`config.mk`:
```
export PLATFORM = sky130hd
export DESIGN_NAME = rr_priority_encoder_flat
export DESIGN_NICKNAME = d
export VERILOG_FILES = /design/src/rtl/rr_priority_encoder_pkg.sv /design/src/rtl/rr_priority_encoder_if.sv /design/src/rtl/rr_priority_encoder_ffs_from.sv /design/src/rtl/rr_priority_encoder.sv /design/src/flat_wrapper.sv
export SDC_FILE = /design/constraint.sdc
export NUM_CORES = 1
export LEC_CHECK = 0
export ABC_AREA = 1
export CAP_MARGIN = 20
export CORE_ASPECT_RATIO = 1.5
export CORE_MARGIN = 3
export CORE_UTILIZATION = 50
export CTS_CLUSTER_DIAMETER = 200
export DETAILED_ROUTE_END_ITERATION = 7
export GPL_TIMING_DRIVEN = 0
export PLACE_DENSITY_LB_ADDON = 0.08
export REMOVE_ABC_BUFFERS = 1
export SYNTH_ARGS = -nofsm -noshare
export SYNTH_HDL_FRONTEND = slang
export SYNTH_SLANG_ARGS = --single-unit
```
`constraint.sdc`:
```
create_clock -name clk -period 5.6 [get_ports clk]
set_input_delay 1.12 -clock clk [delete_from_list [all_inputs] [get_ports clk]]
set_output_delay 1.12 -clock clk [all_outputs]
set_load 0.005 [all_outputs]
```
`src/rtl/rr_priority_encoder_pkg.sv`:
```
// Shared types for the round-robin / fixed-priority request encoder.
//   mode_e : arbitration mode carried on the request interface.
package prio_enc_pkg;

  // Arbitration mode: fixed lowest-index-wins, or rotating round-robin.
  typedef enum logic {
    MODE_FIXED = 1'b0,
    MODE_RR    = 1'b1
  } mode_e;

endpackage : prio_enc_pkg

```
`src/rtl/rr_priority_encoder_if.sv`:
```
// Request/result bundle between request sources, the encoder and its consumer.
//   en        : capture enable (source side)
//   mode      : arbitration mode (source side)
//   req       : N-bit level request vector (source side)
//   out_ready : consumer accepts the held result (consumer side)
//   out_valid : held result is valid (encoder side)
//   idx       : granted request index (encoder side)
//   multi     : more than one request was set at capture (encoder side)
interface rr_priority_encoder_if
  import prio_enc_pkg::*;
#(
  parameter int unsigned N = 8
) ();

  localparam int unsigned W = $clog2(N);

  logic           en;
  mode_e          mode;
  logic [N-1:0]   req;
  logic           out_ready;
  logic           out_valid;
  logic [W-1:0]   idx;
  logic           multi;

  // Encoder side: consumes requests, produces the registered result.
  modport slave (
    input  en,
    input  mode,
    input  req,
    input  out_ready,
    output out_valid,
    output idx,
    output multi
  );

  // Environment side: drives requests and the consumer ready.
  modport master (
    output en,
    output mode,
    output req,
    output out_ready,
    input  out_valid,
    input  idx,
    input  multi
  );

endinterface : rr_priority_encoder_if

```
`src/rtl/rr_priority_encoder_ffs_from.sv`:
```
// Find-first-set with a start index and wrap-around (purely combinational).
//   v     : N-bit input vector
//   s     : start index; the search covers s, s+1, ..., N-1, 0, ..., s-1
//   found : at least one bit of v is set
//   pos   : index of the first set bit met in that order
module ffs_from #(
  parameter int unsigned N = 8,
  parameter int unsigned W = $clog2(N)
) (
  input  logic [N-1:0] v,
  input  logic [W-1:0] s,
  output logic         found,
  output logic [W-1:0] pos
);

  int unsigned base_c;
  int unsigned cand_c;

  // Walk the N positions in search order and keep the first hit.
  // An out-of-range start (possible only when N is not a power of two)
  // is treated as 0 so the search is always well defined.
  always_comb begin
    found  = 1'b0;
    pos    = '0;
    base_c = (32'(s) < N) ? 32'(s) : 32'd0;
    cand_c = 32'd0;
    for (int unsigned i = 0; i < N; i++) begin
      cand_c = base_c + i;
      if (cand_c >= N) begin
        cand_c = cand_c - N;
      end
      if (!found && v[W'(cand_c)]) begin
        found = 1'b1;
        pos   = W'(cand_c);
      end
    end
  end

endmodule : ffs_from

```
`src/rtl/rr_priority_encoder.sv`:
```
// Registered N-to-log2(N) request encoder with fixed-priority or round-robin
// selection and a valid/ready result handshake.
//   clk : rising-edge clock
//   rst : asynchronous active-high reset
//   bus : rr_priority_encoder_if.slave
//         en/mode/req in, out_ready in; out_valid/idx/multi out (all flopped)
module rr_priority_encoder
  import prio_enc_pkg::*;
#(
  parameter int unsigned N = 8
) (
  input  logic                  clk,
  input  logic                  rst,
  rr_priority_encoder_if.slave  bus
);

  localparam int unsigned W    = $clog2(N);
  localparam logic [W-1:0] LAST = W'(N - 1);

  logic [W-1:0] ptr_q,       ptr_d;
  logic [W-1:0] idx_q,       idx_d;
  logic         multi_q,     multi_d;
  logic         out_valid_q, out_valid_d;

  logic         rr_found_c,  fix_found_c, sel_found_c;
  logic [W-1:0] rr_pos_c,    fix_pos_c,   sel_pos_c;
  logic         slot_free_c;
  logic         capture_c;
  logic         multi_c;
  logic         rr_mode_c;

  // Round-robin search starts at the rotating pointer.
  ffs_from #(
    .N (N),
    .W (W)
  ) u_ffs_rr (
    .v     (bus.req),
    .s     (ptr_q),
    .found (rr_found_c),
    .pos   (rr_pos_c)
  );

  // Fixed priority is the same search anchored at index 0.
  ffs_from #(
    .N (N),
    .W (W)
  ) u_ffs_fix (
    .v     (bus.req),
    .s     ('0),
    .found (fix_found_c),
    .pos   (fix_pos_c)
  );

  assign rr_mode_c   = (bus.mode == MODE_RR);
  assign sel_found_c = rr_mode_c ? rr_found_c : fix_found_c;
  assign sel_pos_c   = rr_mode_c ? rr_pos_c   : fix_pos_c;

  // Clearing the lowest set bit leaves something only if two or more were set.
  assign multi_c     = |(bus.req & (bus.req - N'(1)));

  // The output slot can take a new result when empty or being drained now.
  assign slot_free_c = !out_valid_q || bus.out_ready;
  assign capture_c   = bus.en && sel_found_c && slot_free_c;

  // Next-state: capture, drain, or hold (stall / idle).
  always_comb begin
    ptr_d       = ptr_q;
    idx_d       = idx_q;
    multi_d     = multi_q;
    out_valid_d = out_valid_q;
    if (capture_c) begin
      idx_d       = sel_pos_c;
      multi_d     = multi_c;
      out_valid_d = 1'b1;
      if (rr_mode_c) begin
        // Explicit wrap keeps ptr inside 0..N-1 for non-power-of-two N.
        ptr_d = (sel_pos_c == LAST) ? '0 : sel_pos_c + W'(1);
      end
    end else if (out_valid_q && bus.out_ready) begin
      out_valid_d = 1'b0;
    end
  end

  // State and result registers.
  always_ff @(posedge clk or posedge rst) begin
    if (rst) begin
      ptr_q       <= '0;
      idx_q       <= '0;
      multi_q     <= 1'b0;
      out_valid_q <= 1'b0;
    end else begin
      ptr_q       <= ptr_d;
      idx_q       <= idx_d;
      multi_q     <= multi_d;
      out_valid_q <= out_valid_d;
    end
  end

  assign bus.out_valid = out_valid_q;
  assign bus.idx       = idx_q;
  assign bus.multi     = multi_q;

endmodule : rr_priority_encoder

```
`src/flat_wrapper.sv`:
```
// flat-port wrapper written by rule: the top's interface ports become plain ports
module rr_priority_encoder_flat import prio_enc_pkg::*;
#(
  parameter int unsigned N = 8
)
  (clk, rst, bus_en, bus_mode, bus_req, bus_out_ready, bus_out_valid, bus_idx, bus_multi);
  rr_priority_encoder_if #(.N(N)) bus_i ();
  input  logic clk;
  input  logic rst;
  input wire logic [$bits(bus_i.en)-1:0] bus_en;
  input wire logic [$bits(bus_i.mode)-1:0] bus_mode;
  input wire logic [$bits(bus_i.req)-1:0] bus_req;
  input wire logic [$bits(bus_i.out_ready)-1:0] bus_out_ready;
  output wire logic [$bits(bus_i.out_valid)-1:0] bus_out_valid;
  output wire logic [$bits(bus_i.idx)-1:0] bus_idx;
  output wire logic [$bits(bus_i.multi)-1:0] bus_multi;
  assign bus_i.en = bus_en;
  assign bus_i.mode = bus_mode;
  assign bus_i.req = bus_req;
  assign bus_i.out_ready = bus_out_ready;
  assign bus_out_valid = bus_i.out_valid;
  assign bus_idx = bus_i.idx;
  assign bus_multi = bus_i.multi;
  rr_priority_encoder #(.N(N)) u_core (.clk(clk), .rst(rst), .bus(bus_i));
endmodule
```
==> reports/qor.csv <==
metric;value;unit
timing.critical_path.buf_inv;4;
cell_types_with_the_largest_area_share_after_synthesis;nand2_1 19%, dfrtp_1 15%, nand3_1 9.2%;
route.detailed.wl_per_inst;12.91;microns
syn-instance-count;210;
post-layout-total-power;1036;uW
grt_antenna_before_repair;0;
netlist.top_cell.by_area;nand2_1;
critPathMaxFanout;5;
post_detailed_routing_wire_length;3.383;mm
worstSkewPairLatency;260;ps
antenna-diode-count;0;
cts_htree_levels;1;
worst_path_dominant_cell_family;simple AND/OR/NAND/NOR gates;
io-pin-count;18;
drv.max_cap_violation_count;0;
place_hpwl;2.827;mm
die_area;3384;sq um
io_buffer_count;17;
synth-seq-cells;8;
detail_route.drc_violations;0;
cts.repair_timing.setup_buffer_count;0;
start_kind;input port;
design_area;1554;sq um
detailedRoute.firstPassIterationCount;4;
initial_utilization;54.10;%
clkTransAtPathRegs;50;ps
drive_above_1_share;21.24;%
placed_area;1531;sq um
layout.area.seq;200.2;sq um
crit_slowest_cell;clkdlybuf4s50_1;
peak_freq;289.8;MHz
post-route-period-util;61.63;%
slew_violations;0;
fin_skew;7.793;ps
finalWorstPathRequiredPeriod;3451;ps
grt_pass1_wl;5.975;mm
postCtsHoldBufs;0;
hold_viol_final;0;
fp.coreArea;2505;sq um
floorplan.rows;22;
run_status;finished, final reports clean;
multi_input_comb_area;1008;sq um
route.vias.total;1384;
grt_max_degree;13;
synthArstFlopShare;100.0;%
chipHeight;69.76;microns
finalNonFillerCells;262;
final-setup-viol-count;0;
cts-buffers-inserted;3;
rsz0062_at_grt;no;
num-nets-final;244;
via_count_of_the_first_global_routing_pass;1467;
cts_tree;done;
critPathRequiredTime;5740;ps
die_wd;48.51;microns
total_leakage_power;0.0007683;uW
crit_path_cell_trace;clkdlybuf4s50_1 > nand2_1 > nand3_2 > nand3_2 > nand2_4 > nor2_8 > nand2_2 > inv_2 > nand2_1 > nor2_1 > nand3b_1 > nand2_1 > nand3_1 > o21ai_2 > inv_1 > ha_1 > inv_1 > nand3_1 > nand3_1 > nand2_1;
clkSinkCount;8;
worst_ir_drop_vdd;0.0002826;V
grt_util_all_layers;21.46;%
gpl.final_weighted_congestion;0.9017;
netlist-cell-type-count;34;
synth_flop_cell;dfrtp_1;
cts-root-buf;clkbuf_4;
aggregate_global_routing_overflow;0;
fillCellCount;243;
avgViaCountPerCell;5.282;
worst_path_largest_cell_delay;610;ps
layout.cells.most_common;nand2_1;
clk_path_buf_depth;2;
drt_first_iter_violations;31;
mappedNetlistArea;1355;sq um
timing.hold.worst.class;register to register;
power.density_cell_area;666.8;nW/um^2
cts_resized;0;
seq_area_frac_synth;14.77;%
relSlewSlack;53.63;%
layout_common_cells;68 x nand2_1, 25 x nand3_1, 18 x inv_1;
path_common_cell;nand2_1;
synth_edf_count;0;
syn_to_final_growth;14.68;%
arrival;3590;ps
post-synth-top-area-fraction;18.84;%
setup_total_negative_slack;0;ps
dp_cells;259;
worst_pin_slew;695.5;ps
worst_setup_path_end_kind;register;
syn_area_per_cell;6.453;sq um
path_class;input port to register;
synthesis.yosys.warnings;0;
detail-route-antenna-nets;0;
==> worst paths after layout <==
path / from / end / slack (ps) / depth (start not counted)
max: bus_req[5] / u_core.ptr_q[2] / 2150 / 20
min: u_core.bus.idx[2] / u_core.bus.idx[2] / 480 / 2
max reg2reg: u_core.ptr_q[1] / u_core.ptr_q[2] / 2350 / 21
min reg2reg: u_core.bus.idx[2] / u_core.bus.idx[2] / 480 / 2
max in group asynchronous: rst / u_core.bus.out_valid / 4250 / 2
min in group asynchronous: rst / u_core.bus.multi / 1110 / 2
==> layout make-up <==
| type | instances | area share [%] |
|---|---|---|
| Tap cell | 36 | 2.899 |
| Inverter | 28 | 6.924 |
| Multi-Input combinational cell | 170 | 64.90 |
| Clock buffer | 3 | 1.449 |
| Timing Repair Buffer | 17 | 10.95 |
| Sequential cell | 8 | 12.88 |
==> cells in the mapped netlist (2+ instances only) <==
library cell  count
nand3b_1          2
inv_1            18
o211ai_1          2
xnor2_1           2
nor2_4            2
nand2_2           9
nor2_2            4
a31oi_1           2
o21ai_2           2
dfrtp_1           8
nand3_2          10
o21ai_1           3
nand3_1          25
a21oi_1           4
o21ai_0           4
xor2_4            2
buf_6             3
ha_1              3
nand2_1          68
nor2_1           14
o2111ai_1         2
nand2_4           2
inv_2             8
==> cells by family after synthesis <==
group | share of synthesized area [%]
simple gates | 56.42
fa+ha+maj | 2.770
flops | 14.77
compound gates | 8.679
buf+inv | 10.80
xor+xnor | 6.556
==> state kept, by name (all words and copies together), names as in the netlist <==
name	count
u_core.bus.out_valid	1
u_core.ptr_q	3
u_core.bus.multi	1
u_core.bus.idx	3
==> power by group <==
part	total, uW	switching, uW	internal, uW
clock network	44.4	19.9	24.5
registers	133	54.3	78.6
logic	859	551	307
total	1040	626	411
==> worst reg2reg max path, cell delays in order, from the launching register on <==
cell,delay [ps]
dfrtp_1,690
inv_4,130
ha_1,480
inv_2,110
nand3_1,150
nand3_2,130
nand2_4,130
nor2_8,40
nand2_2,70
inv_2,40
nand2_1,70
nor2_1,50
nand3b_1,180
nand2_1,80
nand3_1,100
o21ai_2,110
inv_1,80
ha_1,220
inv_1,70
nand3_1,80
nand3_1,90
nand2_1,50
==> stage by stage <==
stage / hold slack (ps) / util, % / setup slack, ps
after floorplan: 472.4 / - / 2801
after global placement: 466.9 / 61.14 / 2050
after detailed placement: 471.7 / 61.14 / 1942
after CTS: 487.4 / 62.04 / 2193
after global routing: 536.3 / 62.04 / 1964
final: 482.7 / 62.04 / 2149
==> metal layers <==
metal  vias to the layer above  wire length, microns  part of all wire [%]  GRT usage [%]
met5                         -                     0                     0              0
met2                        26                  1887                    56          42.48
met3                         8                    71                   2.1          1.935
li1                        712                     -                     -              -
met4                         0                    76                   2.2          8.228
met1                       638                  1348                    40          22.58
(Power assumes the default switching activity.)
